### src/rtl/set_key_conditioner_pkg.sv
// Shared definitions for the set-key conditioner: channel state encoding,
// default timing constants and the timer-width helper.
package set_key_conditioner_pkg;

  localparam int unsigned STATE_W = 3;

  // Per-channel conditioning state
  typedef enum logic [STATE_W-1:0] {
    ARM       = 3'd0,
    IDLE      = 3'd1,
    DEB_PRESS = 3'd2,
    HOLD      = 3'd3,
    REPEAT    = 3'd4,
    DEB_REL   = 3'd5
  } key_state_e;

  // Defaults for a 50 MHz clock: 20 ms debounce, 500 ms hold, 200 ms repeat
  localparam int unsigned DEF_DEBOUNCE_CYC = 1_000_000;
  localparam int unsigned DEF_HOLD_CYC     = 25_000_000;
  localparam int unsigned DEF_REPEAT_CYC   = 10_000_000;
  localparam int unsigned DEF_REPEAT_EN    = 1;

  // Timer must hold the largest terminal count with one spare bit so that
  // saturation never aliases onto a terminal value.
  function automatic int unsigned timer_width(input int unsigned a,
                                              input int unsigned b,
                                              input int unsigned c);
    int unsigned m;
    m = a;
    if (b > m) m = b;
    if (c > m) m = c;
    return $clog2(m) + 1;
  endfunction

endpackage

### src/rtl/set_key_conditioner_key_channel.sv
// One set-key channel: reset-release synchronizer, 2-flop key synchronizer,
// debounce / hold / auto-repeat FSM with a saturating timer.
module set_key_conditioner_key_channel
  import set_key_conditioner_pkg::*;
#(
  parameter int unsigned DEBOUNCE_CYC = DEF_DEBOUNCE_CYC,
  parameter int unsigned HOLD_CYC     = DEF_HOLD_CYC,
  parameter int unsigned REPEAT_CYC   = DEF_REPEAT_CYC,
  parameter int unsigned REPEAT_EN    = DEF_REPEAT_EN
) (
  input  logic clk,
  input  logic rst_n,
  input  logic key_n,
  output logic pulse,
  output logic held
);

  localparam int unsigned TW = timer_width(DEBOUNCE_CYC, HOLD_CYC, REPEAT_CYC);
  localparam logic [TW-1:0] DEB_LAST = TW'(DEBOUNCE_CYC - 1);
  localparam logic [TW-1:0] HOLD_LAST = TW'(HOLD_CYC - 1);
  localparam logic [TW-1:0] RPT_LAST = TW'(REPEAT_CYC - 1);
  localparam logic [TW-1:0] TMR_MAX = '1;
  localparam logic RPT_ON = (REPEAT_EN != 0);

  logic rst_meta_q, rst_sync_q;
  logic rst_int_n;
  logic sync1_q, sync2_q;
  logic pressed_s;

  key_state_e state_q, state_d;
  logic [TW-1:0] timer_q, timer_d;
  logic [TW-1:0] timer_inc;
  logic pulse_q, pulse_d;
  logic held_q, held_d;

  // Reset asserts asynchronously, releases on a clock edge
  always_ff @(posedge clk or negedge rst_n) begin
    if (!rst_n) begin
      rst_meta_q <= 1'b0;
      rst_sync_q <= 1'b0;
    end else begin
      rst_meta_q <= 1'b1;
      rst_sync_q <= rst_meta_q;
    end
  end

  assign rst_int_n = rst_sync_q;

  // Key synchronizer, preset to "released"
  always_ff @(posedge clk or negedge rst_int_n) begin
    if (!rst_int_n) begin
      sync1_q <= 1'b1;
      sync2_q <= 1'b1;
    end else begin
      sync1_q <= key_n;
      sync2_q <= sync1_q;
    end
  end

  assign pressed_s = ~sync2_q;
  assign timer_inc = (timer_q == TMR_MAX) ? timer_q : timer_q + TW'(1);

  // State, timer and output registers
  always_ff @(posedge clk or negedge rst_int_n) begin
    if (!rst_int_n) begin
      state_q <= ARM;
      timer_q <= '0;
      pulse_q <= 1'b0;
      held_q  <= 1'b0;
    end else begin
      state_q <= state_d;
      timer_q <= timer_d;
      pulse_q <= pulse_d;
      held_q  <= held_d;
    end
  end

  // Next-state logic
  always_comb begin
    state_d = state_q;
    case (state_q)
      ARM:       if (!pressed_s && timer_q == DEB_LAST) state_d = IDLE;
      IDLE:      if (pressed_s) state_d = DEB_PRESS;
      DEB_PRESS: begin
        if (!pressed_s)                state_d = IDLE;
        else if (timer_q == DEB_LAST)  state_d = HOLD;
      end
      HOLD: begin
        if (!pressed_s)                          state_d = DEB_REL;
        else if (RPT_ON && timer_q == HOLD_LAST) state_d = REPEAT;
      end
      REPEAT:    if (!pressed_s) state_d = DEB_REL;
      DEB_REL:   if (!pressed_s && timer_q == DEB_LAST) state_d = IDLE;
      default:   state_d = ARM;
    endcase
  end

  // Timer, pulse and held-level logic
  always_comb begin
    timer_d = timer_inc;
    pulse_d = 1'b0;
    held_d  = held_q;
    case (state_q)
      ARM: begin
        if (pressed_s || timer_q == DEB_LAST) timer_d = '0;
      end
      IDLE: timer_d = '0;
      DEB_PRESS: begin
        if (!pressed_s) begin
          timer_d = '0;
        end else if (timer_q == DEB_LAST) begin
          pulse_d = 1'b1;
          held_d  = 1'b1;
          timer_d = '0;
        end
      end
      HOLD: begin
        if (!pressed_s) begin
          timer_d = '0;
        end else if (RPT_ON && timer_q == HOLD_LAST) begin
          pulse_d = 1'b1;
          timer_d = '0;
        end
      end
      REPEAT: begin
        if (!pressed_s) begin
          timer_d = '0;
        end else if (timer_q == RPT_LAST) begin
          pulse_d = 1'b1;
          timer_d = '0;
        end
      end
      DEB_REL: begin
        if (pressed_s) begin
          timer_d = '0;
        end else if (timer_q == DEB_LAST) begin
          held_d  = 1'b0;
          timer_d = '0;
        end
      end
      default: begin
        timer_d = '0;
        held_d  = 1'b0;
      end
    endcase
  end

  assign pulse = pulse_q;
  assign held  = held_q;

endmodule

### src/rtl/set_key_conditioner.sv
// Set-key conditioner top: one independent conditioning channel per key,
// feeding the time-of-day counter's increment inputs.
module set_key_conditioner
  import set_key_conditioner_pkg::*;
#(
  parameter int unsigned DEBOUNCE_CYC = DEF_DEBOUNCE_CYC,
  parameter int unsigned HOLD_CYC     = DEF_HOLD_CYC,
  parameter int unsigned REPEAT_CYC   = DEF_REPEAT_CYC,
  parameter int unsigned REPEAT_EN    = DEF_REPEAT_EN
) (
  input  logic clk_50MHz,
  input  logic reset,
  input  logic keyMinutes_n,
  input  logic keyHours_n,
  output logic incrementMinutes,
  output logic incrementHours,
  output logic minutesHeld,
  output logic hoursHeld
);

  set_key_conditioner_key_channel #(
    .DEBOUNCE_CYC (DEBOUNCE_CYC),
    .HOLD_CYC     (HOLD_CYC),
    .REPEAT_CYC   (REPEAT_CYC),
    .REPEAT_EN    (REPEAT_EN)
  ) u_key_minutes (
    .clk   (clk_50MHz),
    .rst_n (reset),
    .key_n (keyMinutes_n),
    .pulse (incrementMinutes),
    .held  (minutesHeld)
  );

  set_key_conditioner_key_channel #(
    .DEBOUNCE_CYC (DEBOUNCE_CYC),
    .HOLD_CYC     (HOLD_CYC),
    .REPEAT_CYC   (REPEAT_CYC),
    .REPEAT_EN    (REPEAT_EN)
  ) u_key_hours (
    .clk   (clk_50MHz),
    .rst_n (reset),
    .key_n (keyHours_n),
    .pulse (incrementHours),
    .held  (hoursHeld)
  );

endmodule

### config.mk
export PLATFORM = sky130hd
export DESIGN_NAME = set_key_conditioner
export DESIGN_NICKNAME = d
export VERILOG_FILES = /design/src/rtl/set_key_conditioner_pkg.sv /design/src/rtl/set_key_conditioner_key_channel.sv /design/src/rtl/set_key_conditioner.sv
export SDC_FILE = /design/constraint.sdc
export NUM_CORES = 1
export LEC_CHECK = 0
export CAP_MARGIN = 15
export CORE_MARGIN = 5
export CORE_UTILIZATION = 46
export CTS_BUF_LIST = sky130_fd_sc_hd__clkbuf_8
export DETAILED_ROUTE_END_ITERATION = 16
export GPL_TIMING_DRIVEN = 0
export PLACE_DENSITY = 0.69
export SLEW_MARGIN = 20
export SYNTH_ARGS = -nofsm -noshare
export SYNTH_HDL_FRONTEND = slang
export SYNTH_SLANG_ARGS = --single-unit
### constraint.sdc
create_clock -name clk_50MHz -period 3.9 [get_ports clk_50MHz]
set_clock_uncertainty 0.05 [all_clocks]
set_input_delay 0.39 -clock clk_50MHz [delete_from_list [all_inputs] [get_ports clk_50MHz]]
set_output_delay 0.39 -clock clk_50MHz [all_outputs]
set_load 0.03 [all_outputs]
==> results of run 1 <==
[state kept, by name, summed over array words and instances, names as in the netlist]
| name | flops |
|---|---|
| u_key_hours.held | 1 |
| u_key_hours.pulse | 1 |
| u_key_hours.rst_meta_q | 1 |
| u_key_hours.state_q | 3 |
| u_key_hours.sync1_q | 1 |
| u_key_hours.sync2_q | 1 |
| u_key_hours.timer_q | 26 |
| u_key_minutes.held | 1 |
| u_key_minutes.pulse | 1 |
| u_key_minutes.rst_int_n | 1 |
| u_key_minutes.state_q | 3 |
| u_key_minutes.sync1_q | 1 |
| u_key_minutes.sync2_q | 1 |
| u_key_minutes.timer_q | 26 |
[routing by layer]
| metal | routed length (um) | part of all wire [%] |
|---|---|---|
| met5 | 0 | 0 |
| met2 | 3820 | 45 |
| met1 | 4050 | 48 |
| met4 | 133 | 1.6 |
| met3 | 506 | 5.9 |
[worst max-delay path, delay by kind of cell, from the launching register on]
kind	cells	cell delay [ps]
AND/OR/NAND/NOR	5	1290
AO/OA/AOI/OAI	1	140
buffers and inverters	2	330
adder cells (fa/ha/maj)	1	250
flip-flops	1	420
[worst max path at each step]
stage                                        from                      end  slack, ps
after floorplan            u_key_hours.timer_q[0]   u_key_hours.timer_q[4]       1620
after global placement    u_key_minutes.rst_int_n  u_key_hours.timer_q[24]       1100
after detailed placement   u_key_hours.timer_q[0]  u_key_hours.timer_q[22]       1390
after CTS                  u_key_hours.timer_q[0]   u_key_hours.timer_q[5]       1340
after global routing       u_key_hours.timer_q[0]   u_key_hours.timer_q[5]       1210
final                      u_key_hours.timer_q[0]   u_key_hours.timer_q[5]       1320
[area by class of cell]
cell class	instances	area [um2]
timing repair buffer	8	97.6
fill	773	3940
tap	105	131
inverter	7	26.3
clock inverter	6	32.5
multi-input combinational	319	1950
clock buffer	10	138
buffer	20	189
sequential	68	1710
[stage by stage]
stage                     hold WS [ps]  power (uW)  utilization (%)
after global routing               134        1340             52.0
final                              149        1280             52.0
after CTS                          139        1300             52.0
after global placement             284         785             49.6
after floorplan                   44.4         772                -
after detailed placement           163         791             49.9
[logic make-up (layout without fill, tap and decap cells)]
group | Yosys count | in the layout | share of synthesized area (%)
flip-flops | 68 | 68 | 44.1
multiplexers | 2 | 2 | 0.517
adder cells (fa/ha/maj) | 2 | 2 | 0.647
AND/OR/NAND/NOR | 229 | 229 | 32.1
XOR/XNOR | 41 | 41 | 9.28
AO/OA/AOI/OAI | 44 | 44 | 7.73
buffers and inverters | 27 | 51 | 5.56
other | 1 | 1 | 0.0969
[power by group through the flow]
stage / clock network, uW / logic, uW / registers [uW]
2_1_floorplan: 0 / 30.0 / 742
3_3_place_gp: 0 / 38.9 / 746
3_5_place_dp: 0 / 53.0 / 738
4_1_cts: 520 / 53.1 / 725
5_1_grt: 557 / 60.1 / 726
6_report: 509 / 51.6 / 725
[cells in the mapped netlist (all sizes together) (3+ instances only)]
cell type  count
nor4          13
xnor2         14
buf           10
and3          15
or4            5
nor2          72
nand2         26
nor4b          3
a21oi         11
nor3          15
o21ai         10
dfrtp         64
dfstp          4
inv            7
nand3         17
a311oi         4
and4           6
clkbuf         9
a211oi         3
nand4         30
nand4b         4
xor2          27
and2           7
==> impl_metrics.toml, run 1 <==
[power]
seqPwrFrac_pct = 56.4
p_comb_share_pct = 4.0
cell_internal_pwr_uw = 978
cellLeakagePower_uw = 0.00172
p_sw_uw = 307
p_sw_share_pct = 23.9
power.density_mw_per_mm2 = 301
clock_power_share_pct = 39.6
irDropWorstVdd_uv = 180

[timing]
relSlewSlack_pct = 51.8
finalCritPeriodShare_pct = 66.1
finalSetupViolCount = 0
tns_ps = 0
layout_min_cycle_time_ps = 2580
worstMarginPinSlew_ps = 716
maxSlewViolCount = 0
fmax_ghz = 0.388
rsz0062_at_grt = "false"
setup_ws_ps = 1320
hold_viol_final = 0

[clock_network]
numCtsBuffers = 9
clkSlewWorstSetupHoldPaths_ps = 70
clock-sinks = 68
cts-root-buf = "clkbuf_8"
post_cts_resized = 0
postCtsHoldBufs = 0
clock_path_buffers = 2
post_cts_buffers = 0
cts_tree = "yes"
clk-insertion-delay-late_ps = 360
ctsHtreeMaxLevel = 3

[worst_setup_path]
crit_fanout = 10
reg2reg_slack_ps = 1320
cp.arrival_ps = 2800
cp.required_ps = 4120
crit_type = "flip-flop to flip-flop"
crit_slowest_cell = "dfrtp_1"
cp_cell_sequence = "ha_1, and3_1, and3_1, and4b_1, or4_1, o221a_2, buf_4, buf_4, nor2_1"
r2r-start = "u_key_hours.timer_q[0]"
rr_endpoint = "u_key_hours.timer_q[5]"
max_stage_delay_ps = 420
crit_path_end_kind = "flip-flop"
r2r_cells = 9
critPathLaunchType = "flip-flop"

[place]
dp.cells = 527
hpwl_um = 5920
placed_area_mm2 = 0.00410
port_buffers = 7
preCtsSetupSlack_ps = 1390
place_congestion = 0.967

[global_route]
top_usage_layer = "met2"
overflow = 0
use_met1_pct = 25.0
gr-usage-met3_pct = 4.82
grt_max_degree = 50
grt_pass1_wl_um = 15100
grt_usage_pct = 18.2
use_met2_pct = 27.2
grt_pass1_vias = 3197
antenna_found_initial = 0

[finish]
area_growth_pct = 10.4
diodes = 0
instances_no_fill = 543
layout_commonest_cell = "nor2_1"
stdcell_area_mm2 = 0.00427
drive_above_1_share_pct = 10.7
final_cell_mix = "nor2_1, dfrtp_1, nand4_1, xor2_1, nand2_1"
nets = 439

[drt]
routed_wl_um = 8510
drt_iter0_drc = 190
route.vias.total = 3232
drtPass1Iterations = 5
route.detailed.drc = 0
ant_nets = 0
viasPerCell = 5.95
routedWlPerCell_um = 15.7

[floorplanning]
dieHeight_um = 102
core_mm2 = 0.00822
boundaryPins = 8
dieWidth_um = 102
dieArea_mm2 = 0.0103
std_cell_rows = 33
initial_core_util_pct = 47.1

[run_status]
status = "finished clean"

[synthesis]
synthCells = 414
synth_nets = 420
synth_area_leaders = "dfrtp_1, nor2_1, xor2_1"
postSynthAreaPerCell_um2 = 9.35
syn_area_mm2 = 0.00387
yosysUniqueCellTypes = 64
synth_top_area_share_pct = 41.4
synth_edf_count = 0
synth-warning-count = 0
yosys_most_used_dff = "dfrtp_1"
synth-seq-area-share_pct = 44.1
ys_seq_elements = 68
yosys.area.top_type = "dfrtp_1"
synthArstFlopShare_pct = 100

[hold_path]
hp-class = "input port to asynchronous set/reset pin"

[flow_run]
cap_violations = 0
(Power assumes the default switching activity.)
==> inputs of run 2 (changes only) <==
--- a/config.mk
+++ b/config.mk
@@ -11,7 +11,7 @@
 export CTS_BUF_LIST = sky130_fd_sc_hd__clkbuf_8
 export DETAILED_ROUTE_END_ITERATION = 16
 export GPL_TIMING_DRIVEN = 0
-export PLACE_DENSITY = 0.69
+export PLACE_DENSITY = 0.71
 export SLEW_MARGIN = 20
 export SYNTH_ARGS = -nofsm -noshare
 export SYNTH_HDL_FRONTEND = slang
==> constraint.sdc (replaced) <==
create_clock -name clk_50MHz -period 2.2 [get_ports clk_50MHz]
set_clock_uncertainty 0.05 [all_clocks]
set_input_delay 0.22 -clock clk_50MHz [delete_from_list [all_inputs] [get_ports clk_50MHz]]
set_output_delay 0.22 -clock clk_50MHz [all_outputs]
set_load 0.03 [all_outputs]
==> run 2 against run 1 <==
Against the previous run: the flow now finishes with violations (setup timing); non-clock buffer count rose by 26; critical path depth is 1 lower; worst setup slack got worse by 1500 ps; via count is 6.0% higher.
==> impl_metrics.toml, run 2 (synthesis gave the netlist of run 1 again) <==
[flow_run]
cap_violations = 0

[worst_setup_path]
rr_endpoint = "u_key_minutes.timer_q[9]"
critPathLaunchType = "flip-flop"
max_stage_delay_ps = 590
crit_path_end = "u_key_minutes.timer_q[9]"
crit_fanout = 5
crit_type = "flip-flop to flip-flop"
r2r_cells = 8
cp.arrival_ps = 2550
cp_top_family = "simple AND/OR/NAND/NOR gates"
cp_num_buf_inv = 2
crit_path_end_kind = "flip-flop"
path_depth = 8
crit_path_start = "u_key_minutes.timer_q[11]"
crit_slowest_cell = "or4_4"
cp_cell_sequence = "nor4b_4, nand4_1, or4_4, a32oi_1, o32a_2, buf_8, clkbuf_16, nor2_1"
cp.required_ps = 2380
reg2reg_slack_ps = -170
r2r-start = "u_key_minutes.timer_q[11]"

[timing]
finalCritPeriodShare_pct = 108
rsz0062_at_grt = "true"
layout_min_cycle_time_ps = 2370
fmax_ghz = 0.422
relSlewSlack_pct = 54.3
whs_ps = 147
maxSlewViolCount = 0
hold_viol_final = 0
setup_ws_ps = -172
finalSetupViolCount = 42
worstMarginPinSlew_ps = 679

[finish]
diodes = 0
final_util_pct = 60.4
area_growth_pct = 28.2
nets = 466
layout_commonest_cell = "dfrtp_1"
drive_above_1_share_pct = 29.0
reg_top3 = "u_key_hours.timer_q (26), u_key_minutes.timer_q (26)"
final_cell_mix = "dfrtp_1, nor2_1, nand4_1, xor2_1, nand2_1"

[drt]
dr_wl_met2_um = 4570
route.detailed.drc = 0
routed_wl_um = 9590
ant_nets = 0
routedWlPerCell_um = 16.8
drtPass1Iterations = 5
route.vias.total = 3427
wl_met1_um = 4240
viasPerCell = 6.01
wl_met3_um = 594
top_layer_used = "met4"
drt_iter0_drc = 283

[global_route]
overflow = 0
grt_pass1_vias = 3166
grt_usage_pct = 18.1
grt_pass1_wl_um = 15100
grt_max_degree = 50
antenna_found_initial = 0

[clock_network]
cts-root-buf = "clkbuf_8"
clk-insertion-delay-late_ps = 350
cts_tree = "yes"
clock_path_buffers = 2
clock-sinks = 68
ctsHtreeMaxLevel = 3
clkSlewWorstSetupHoldPaths_ps = 80
numCtsBuffers = 9

[floorplanning]
boundaryPins = 8
std_cell_rows = 33
dieArea_mm2 = 0.0103
dieHeight_um = 102
initial_core_util_pct = 47.1
dieWidth_um = 102
core_mm2 = 0.00822

[place]
hpwl_um = 5870
port_buffers = 7
place_congestion = 1.02

[hold_path]
hp-class = "flip-flop to asynchronous set/reset pin"

[power]
irDropWorstVdd_uv = 307
power.density_mw_per_mm2 = 510
cellLeakagePower_uw = 0.00192

[run_status]
status = "finished with violations"
violations = "setup timing"
## run 2: cell count changes in the layout (fill, tap and decap cells not counted), moves of 7 or more
cell and change:
nor2_1 -27, nor2_4 +20, buf_4 +19, dfrtp_1 -10, dfrtp_2 +10, nor2_2 +7
## run 2: metal layers
layer	vias to the layer above	track usage, %
met2	143	27.0
met3	26	3.24
met4	0	7.77
met1	1654	25.9
met5	-	0
li1	1604	-
## run 2: layout make-up
cell class | count | area, um2
sequential | 68 | 1720
inverter | 7 | 26.3
tap | 105 | 131
clock buffer | 10 | 138
fill | 661 | 3260
timing repair buffer | 36 | 370
clock inverter | 6 | 71.3
buffer | 18 | 196
multi-input combinational | 320 | 2300
## run 2: worst reg2reg max path, delay by kind of cell, from the launching register on
family | cells | cell delay (ps)
buffers and inverters | 2 | 280
AND/OR/NAND/NOR | 4 | 1130
flip-flops | 1 | 430
AO/OA/AOI/OAI | 2 | 370
## run 2: how the worst min path moves through the flow
stage                                  from                   endpoint  slack [ps]  cells after the start
CTS                 u_key_minutes.rst_int_n  u_key_minutes.timer_q[25]         160                      0
global route        u_key_minutes.rst_int_n  u_key_minutes.timer_q[25]         180                      0
floorplan                             reset     u_key_hours.rst_meta_q        -130                      0
global placement     u_key_hours.rst_meta_q    u_key_minutes.rst_int_n         280                      0
finish              u_key_minutes.rst_int_n  u_key_minutes.timer_q[17]         150                      0
detailed placement  u_key_minutes.rst_int_n   u_key_minutes.timer_q[4]         160                      0
## run 2: per-stage QoR
stage / setup WS [ps] / cell area, um2 / total power [uW] / cells / TNS [ps]
finish: -172 / 4960 / 2530 / 570 / -4120
detailed placement: -185 / 4120 / 1400 / 527 / -7480
CTS: -124 / 4480 / 2500 / 555 / -2330
floorplan: 1.33 / 3880 / 1370 / 414 / 0
global route: -271 / 4960 / 2620 / 570 / -8150
global placement: -595 / 4080 / 1390 / 526 / -42670
## run 2: what timing repair did
action,4_1_cts,5_1_grt
hold endpoints to repair,2,0
buffers inserted,13,10
hold buffers,1,0
pin swaps,4,30
gates cloned,0,5
gates resized for setup,17,77
setup endpoints to repair,52,54
## run 2: power by group
group          switching (uW)  internal (uW)
Combinational            82.1           77.5
Sequential               17.0           1270
Clock                     522            564
Total                     621           1910
==> inputs of run 3 (changes only) <==
--- a/config.mk
+++ b/config.mk
@@ -5,6 +5,7 @@
 export SDC_FILE = /design/constraint.sdc
 export NUM_CORES = 1
 export LEC_CHECK = 0
+export ABC_AREA = 1
 export CAP_MARGIN = 15
 export CORE_MARGIN = 5
 export CORE_UTILIZATION = 46
==> run 3 against run 2 <==
Against the previous run: highest routed layer unchanged; combinational power decreased by 34%; critical path type unchanged; area after synthesis grew 22%; wire length increased by 24%; core utilization shrank 7.9 points; the run now ends clean; fmax is 15% higher; first-iteration DRC count up 27%; global-route usage up 1.5 points.
==> impl_metrics.toml, run 3 <==
[place]
dp.cells = 849
port_buffers = 7
place_congestion = 0.993
placed_area_mm2 = 0.00500
hpwl_um = 8880

[floorplanning]
initial_core_util_pct = 46.4
dieArea_mm2 = 0.0124
boundaryPins = 8
core_mm2 = 0.0102
dieWidth_um = 111
dieHeight_um = 111
std_cell_rows = 37

[synthesis]
ys_seq_elements = 68
yosys.area.top_type = "dfrtp_1"
synthCells = 705
postSynthAreaPerCell_um2 = 6.71
synth_top_area_share_pct = 33.9
synth-warning-count = 0
synth_nets = 711
synth_edf_count = 0
yosysMostFrequentCell = "nand2_1"
yosysUniqueCellTypes = 30
synthArstFlopShare_pct = 100
synth_area_leaders = "dfrtp_1, nand2_1, nor2_1"
syn_area_mm2 = 0.00473
yosys_most_used_dff = "dfrtp_1"
synth_commonest_cells = "nand2_1, nor2_1, inv_1"
synth-seq-area-share_pct = 36.1

[drt]
top_layer_used = "met4"
wl_met1_um = 5410
route.detailed.drc = 0
ant_nets = 0
drtPass1Iterations = 5
drt_iter0_drc = 360
routedWlPerCell_um = 13.6
dr_wl_met2_um = 5660
routed_wl_um = 11900
viasPerCell = 5.23
wl_met3_um = 592
route.vias.total = 4569

[timing]
rsz0062_at_grt = "false"
fmax_ghz = 0.486
hold_viol_final = 0
finalSetupViolCount = 0
layout_min_cycle_time_ps = 2060
worstMarginPinSlew_ps = 508
relSlewSlack_pct = 65.9
maxSlewViolCount = 0
finalCritPeriodShare_pct = 93.5

[power]
p_sw_uw = 592
clock_power_share_pct = 48.7
p_comb_share_pct = 3.9
seqPwrFrac_pct = 47.4
irDropWorstVdd_uv = 308
cell_internal_pwr_uw = 2120
cellLeakagePower_uw = 0.00234
power.density_mw_per_mm2 = 508
p_sw_share_pct = 21.8
total_power_uw = 2710

[finish]
layout_commonest_cell = "nand2_1"
area_growth_pct = 13.0
final_cell_mix = "nand2_1, nor2_1, inv_1, dfrtp_1, a21oi_1"
diodes = 0
reg_top3 = "u_key_hours.timer_q (26), u_key_minutes.timer_q (26)"
drive_above_1_share_pct = 10.8
stdcell_area_mm2 = 0.00534
nets = 739
instances_no_fill = 874

[worst_setup_path]
crit_slowest_cell = "dfrtp_1"
cp.arrival_ps = 2250
crit_fanout = 10
crit_type = "flip-flop to flip-flop"
rr_endpoint = "u_key_hours.timer_q[14]"
critPathLaunchType = "flip-flop"
cp_cell_sequence = "ha_2, nand3_2, nor2_1, nand4_1, nand2_1, nand2_4, nor2_8, buf_6, a21oi_1"
path_depth = 9
r2r_cells = 9
crit_path_start = "u_key_hours.timer_q[1]"
reg2reg_slack_ps = 140
r2r-start = "u_key_hours.timer_q[1]"
cp_top_family = "simple AND/OR/NAND/NOR gates"
crit_path_end = "u_key_hours.timer_q[14]"
crit_path_end_kind = "flip-flop"
max_stage_delay_ps = 400
cp_num_buf_inv = 1
cp.required_ps = 2390

[global_route]
antenna_found_initial = 0
overflow = 0
grt_usage_pct = 19.6
grt_pass1_vias = 4402
grt_pass1_wl_um = 20100
grt_max_degree = 54

[clock_network]
cts_tree = "yes"
ctsHtreeMaxLevel = 3
clock_path_buffers = 2
clkSlewWorstSetupHoldPaths_ps = 90
clk-insertion-delay-late_ps = 360
clock-sinks = 68
cts-root-buf = "clkbuf_8"
numCtsBuffers = 9

[run_status]
status = "finished clean"

[hold_path]
hp-class = "flip-flop to asynchronous set/reset pin"

[flow_run]
cap_violations = 0
## run 3: worst min path at each step
stage          slack [ps]  cells past startpoint                        to               startpoint
5_1_grt               150                      0  u_key_minutes.timer_q[2]  u_key_minutes.rst_int_n
6_report              120                      0        u_key_minutes.held  u_key_minutes.rst_int_n
4_1_cts               140                      0  u_key_minutes.timer_q[3]  u_key_minutes.rst_int_n
3_5_place_dp          140                      0  u_key_minutes.timer_q[3]  u_key_minutes.rst_int_n
2_1_floorplan        -130                      0    u_key_hours.rst_meta_q                    reset
3_3_place_gp          290                      0   u_key_minutes.rst_int_n   u_key_hours.rst_meta_q
## run 3: kinds of logic after synthesis
kind of cell,count (synthesis),share of synthesized area [%]
other,1,0.0793
AOI/OAI and AO/OA,61,6.86
xor gates and xnor gates,27,5.00
DFF,68,36.1
and+or+nand+nor,446,42.6
buffers and inverters,100,8.81
adders and majority gates,2,0.529
## run 3: power by group through the flow
stage / sequential (uW) / combinational, uW / clock [uW]
finish: 1290 / 106 / 1320
global route: 1290 / 120 / 1410
CTS: 1290 / 96.7 / 1350
detailed placement: 1310 / 94.5 / 0
global placement: 1330 / 67.3 / 0
floorplan: 1320 / 49.9 / 0
## run 3: timing repair
action,4_1_cts,5_1_grt
gates resized for setup,0,7
hold endpoints to repair,2,0
setup endpoints to repair,0,44
hold buffers,1,0
buffers inserted,0,8
## run 3: final cells by class
class	count	area, um2
plain buffers	8	71.3
clock buffers	11	151
clock inverters	5	98.8
fillers	994	4840
inverters	92	345
multi-input cells	537	2630
flip-flops and latches	68	1710
well taps	136	170
repair buffers	17	168
## run 3: worst reg2reg max path, stage by stage (launching register included)
cell and delay [ps]:
dfrtp_1 400, ha_2 240, nand3_2 170, nor2_1 250, nand4_1 170, nand2_1 140
nand2_4 90, nor2_8 200, buf_6 180, a21oi_1 50
## run 3: routing by layer
layer / up-vias / GRT usage, %
li1: 2282 / -
met1: 2140 / 25.4
met2: 129 / 32.3
met3: 18 / 4.02
met4: 0 / 7.62
met5: - / 0
## run 3: metrics by stage
step / utilization (%) / setup TNS [ps] / hold slack [ps] / setup slack [ps]
global placement: 48.8 / -42500 / 287 / -689
finish: 52.5 / 0 / 124 / 144
CTS: 51.6 / 0 / 137 / 6.07
detailed placement: 49.1 / 0 / 141 / 26.1
global route: 52.5 / 0 / 151 / 1.87
floorplan: - / 0 / -126 / 123
